`config.mk`:
```
export PLATFORM = sky130hd
export DESIGN_NAME = msg_out_queue
export DESIGN_NICKNAME = d
export VERILOG_FILES = /design/src/rtl/msg_out_queue.sv
export SDC_FILE = /design/constraint.sdc
export NUM_CORES = 2
export LEC_CHECK = 0
export CORE_ASPECT_RATIO = 1.4
export CORE_UTILIZATION = 60
export DETAILED_ROUTE_END_ITERATION = 8
export PLACE_DENSITY = 0.88
export SYNTH_ARGS = -nofsm -noshare
export SYNTH_HDL_FRONTEND = slang
export SYNTH_SLANG_ARGS = --single-unit
export TNS_END_PERCENT = 100
```
`constraint.sdc`:
```
create_clock -name clk -period 79.6 [get_ports clk]
set_clock_uncertainty 0.1 [all_clocks]
set_input_delay 7.96 -clock clk [delete_from_list [all_inputs] [get_ports clk]]
set_output_delay 7.96 -clock clk [all_outputs]
set_load 0.05 [all_outputs]
```
`src/rtl/msg_out_queue.sv`:
```
// rtl/msg_out_queue.sv - register FIFO between the message controller and an AXI-Stream-style consumer
module msg_out_queue #(
  parameter int MAX_MSG_BYTES = 32,
  parameter int DEPTH         = 4,
  parameter int CNT_WIDTH     = 16
) (
  input  logic                       clk,
  input  logic                       rst,
  input  logic [8*MAX_MSG_BYTES-1:0] msg_data,
  input  logic                       msg_valid,
  input  logic                       msg_error,
  output logic [8*MAX_MSG_BYTES-1:0] m_tdata,
  output logic                       m_tvalid,
  input  logic                       m_tready,
  output logic [$clog2(DEPTH):0]     level,
  output logic                       full,
  output logic [CNT_WIDTH-1:0]       drop_count,
  output logic [CNT_WIDTH-1:0]       err_count,
  input  logic                       clr_counts
);

  localparam int DW = 8 * MAX_MSG_BYTES;
  localparam int AW = $clog2(DEPTH);
  localparam int LW = AW + 1;
  localparam logic [LW-1:0]        DEPTH_L = LW'(DEPTH);
  localparam logic [CNT_WIDTH-1:0] CNT_MAX = '1;

  logic [DW-1:0] mem [DEPTH];
  logic [AW-1:0] wr_ptr;
  logic [AW-1:0] rd_ptr;
  logic [LW-1:0] count;

  logic pop;
  logic accept;
  logic push;
  logic drop;

  assign m_tvalid = (count != '0);
  assign full     = (count == DEPTH_L);
  assign level    = count;
  assign m_tdata  = mem[rd_ptr];

  // An error pulse vetoes any message presented in the same cycle.
  assign accept = msg_valid && !msg_error;
  assign pop    = m_tvalid && m_tready;
  assign push   = accept && (!full || pop);
  assign drop   = accept && full && !pop;

  always_ff @(posedge clk or posedge rst) begin
    if (rst) begin
      count  <= '0;
      wr_ptr <= '0;
      rd_ptr <= '0;
      for (int i = 0; i < DEPTH; i++) begin
        mem[i] <= '0;
      end
    end else begin
      if (push) begin
        mem[wr_ptr] <= msg_data;
        wr_ptr      <= wr_ptr + AW'(1);
      end
      if (pop) begin
        rd_ptr <= rd_ptr + AW'(1);
      end
      if (push && !pop) begin
        count <= count + LW'(1);
      end else if (pop && !push) begin
        count <= count - LW'(1);
      end
    end
  end

  // Counters saturate; a clear wins over any increment in the same cycle.
  always_ff @(posedge clk or posedge rst) begin
    if (rst) begin
      drop_count <= '0;
      err_count  <= '0;
    end else if (clr_counts) begin
      drop_count <= '0;
      err_count  <= '0;
    end else begin
      if (drop && drop_count != CNT_MAX) begin
        drop_count <= drop_count + CNT_WIDTH'(1);
      end
      if (msg_error && err_count != CNT_MAX) begin
        err_count <= err_count + CNT_WIDTH'(1);
      end
    end
  end

endmodule

```
==> flow_summary.toml <==
[place]
hpwlAfterDp_um = 68900
gp_congestion = 0.865
port_buffers = 554

[floorplan]
initial_core_util_pct = 60.6
die-height_um = 331
pin_count = 555
rows = 120
core_sq_mm = 0.0764
die-area_sq_mm = 0.0784
chipWidth_um = 237

[clock_network]
postCtsHoldBufs = 0
cts_resized = 0
clk_pin_slew_ns = 0.07
cts_root_buffer = "clkbuf_16"
cts_setup_buffers = 0
htreeDepth = 3
clkSinkCount = 1063
cts_tree = "yes"
numCtsBuffers = 99
insertion_delay_ns = 0.66
clockBufferDepth = 3

[synthesis]
syn_area_sq_mm = 0.0463
yosys.area.top_type = "dfrtp_1"
yosysSeqAreaShare_pct = 57.4
async_flop_share_pct = 100
avgSynthCellArea_sq_um = 17.1
synthDistinctLibCells = 44
synth_edf_count = 0
synthesis.nets = 2977
synth_area_leaders = "dfrtp_1, mux2_2, mux4_2, mux2_1, buf_4"
synth.top_cell.area_share_pct = 57.4
synth_flop_cell = "dfrtp_1"
syn_inst = 2707
yosysWarnings = 0
synth_seq_cells = 1063

[worst_setup_path]
cp_top_family = "buffers and inverters"
required_ns = 71.54
worstSetupEndpoint = "m_tdata[210]"
start_kind = "flip-flop"
slowest_stage = "buf_4"
critPathArrivalTime_ns = 4.64
worstPathMaxFanout = 57
r2r_cells = 6
r2r_slack_ns = 75.15
critPathKind = "reg -> out"
end_kind = "output port"
cp_num_buf_inv = 3
crit_start = "rd_ptr[0]"
slowest_delay_ns = 0.91
worstPathCellList = "buf_4 -> buf_4 -> mux4_2 -> clkdlybuf4s50_1"
reg2reg_from = "level[1]"
r2r-end = "mem[850]"
cp_common_cell = "buf_4"
cp.depth = 4

[routing]
drtIter0Drc = 1467
vias = 26300
drc = 0
met2_length_um = 56600
wire_per_inst_um = 25.5
final_antenna_net_count = 0
wl_met3_um = 7900
vias_per_cell = 6.13
drtPass1Iterations = 5
routed_wirelength_um = 109000
m1WireLength_um = 40500
dr.max_layer_used = "met5"

[layout]
n_fill_cell = 4378
syn_to_final_growth_pct = 20.5
final_util_pct = 73.0
final_nets = 3482
drive_gt1_share_pct = 43.0

[timing]
tightest_slew_ns = 1.29
relSlewSlack_pct = 14.0
min_period_ns = 12.70
rsz0062_at_grt = "no"
timing.fmax_mhz = 78.7
setup_viol = 0
timing.final.crit_share_pct = 16.0
hold_violations = 0
slew_violations = 0
tns_ns = 0

[hold_path]
hold_class = "reg -> reg"

[global_route]
antenna_found_initial = 29
grt_max_degree = 170
grt_pass1_vias = 29200
overflow = 0
grt_first_pass_wirelength_um = 170000
grt_usage_pct = 28.1

[run_status]
status = "finished clean"

[run]
drv_cap = 0
cell usage after synthesis, drive strengths merged (2+ instances only):
cell type  instances
nor2              14
inv                8
mux2            1029
o21ai              7
nor3               5
nand3             11
nor4               8
o41ai              2
xor2               4
nor2b              5
a31oi              2
and3               2
ha                 7
a211oi             2
nand2             17
buf              159
and4               8
o31ai             11
dfrtp           1063
a21oi             20
xnor2              7
nand4             10
clkbuf            19
or3                8
mux4             256
or4               11
stage by stage:
stage          worst slack, ns  hold slack (ns)  instances  area [sq um]
4_1_cts                  66.73            0.394       4273         55800
6_report                 66.90            0.392       4296         55800
2_1_floorplan            41.62            0.359       2707         46300
3_5_place_dp             66.42            0.380       4087         52200
3_3_place_gp             66.71            0.368       4087         52200
5_1_grt                  66.46            0.405       4292         55800
worst register-to-register path: cells and delay by family (launching register included):
family,cells,cell delay (ns)
and+or+nand+nor,3,1.33
DFF,1,0.51
muxes,1,0.52
buffers and inverters,2,1.88
worst min-delay path by stage:
stage               slack, ns     start        to  depth (start not counted)
floorplan                0.36  mem[496]  mem[496]                          1
finish                   0.39  mem[332]  mem[332]                          1
global route             0.40  mem[551]  mem[551]                          1
detailed placement       0.38  mem[276]  mem[276]                          1
CTS                      0.39  mem[290]  mem[290]                          1
global placement         0.37  mem[506]  mem[506]                          1
layout by cell type, fill, tap and decap left out, types with 14 or more instances in the layout:
master,synthesis,final
mux2_1,80,80
clkbuf_8,0,23
buf_4,86,23
a21oi_1,20,20
clkbuf_16,0,102
diode_2,0,23
nor2_1,14,14
mux4_2,256,256
mux2_2,949,949
clkinv_2,0,23
dfrtp_1,1063,1061
clkdlybuf4s50_1,0,554
layout make-up:
cell class,instances,area (sq um),area share [%]
antenna,23,57.6,0.103
clock buffer,137,2910,5.22
clock inverter,49,612,1.10
inverter,8,37.5,0.0672
multi-input combinational,1458,18600,33.2
sequential,1063,26600,47.7
tap,976,1220,2.19
timing repair buffer,582,5820,10.4
per-layer routing:
metal | global-route usage, % | vias to the layer above
li1 | - | 11200
met2 | 47.5 | 791
met5 | 0 | -
met1 | 33.9 | 14100
met4 | 12.8 | 16
met3 | 7.65 | 209
registers in the layout (all words and copies together) (netlist names):
register	flops
drop_count	16
rd_ptr	2
wr_ptr	2
level	3
err_count	16
mem	1024
cell families (layout without fill, tap and decap cells):
| logic type | count (synthesis) | in the layout | share of synthesized area (%) |
|---|---|---|---|
| fa+ha+maj | 8 | 8 | 0.232 |
| buf+inv | 186 | 776 | 2.68 |
| simple gates | 105 | 105 | 1.34 |
| other cells | 0 | 23 | 0 |
| xor+xnor | 11 | 11 | 0.208 |
| mux | 1286 | 1286 | 37.5 |
| compound gates | 48 | 48 | 0.654 |
| flops | 1063 | 1063 | 57.4 |
Power is left out: the tool's default activity adds up to more than one toggle a clock period on the data nets, which glitch-free logic cannot reach.
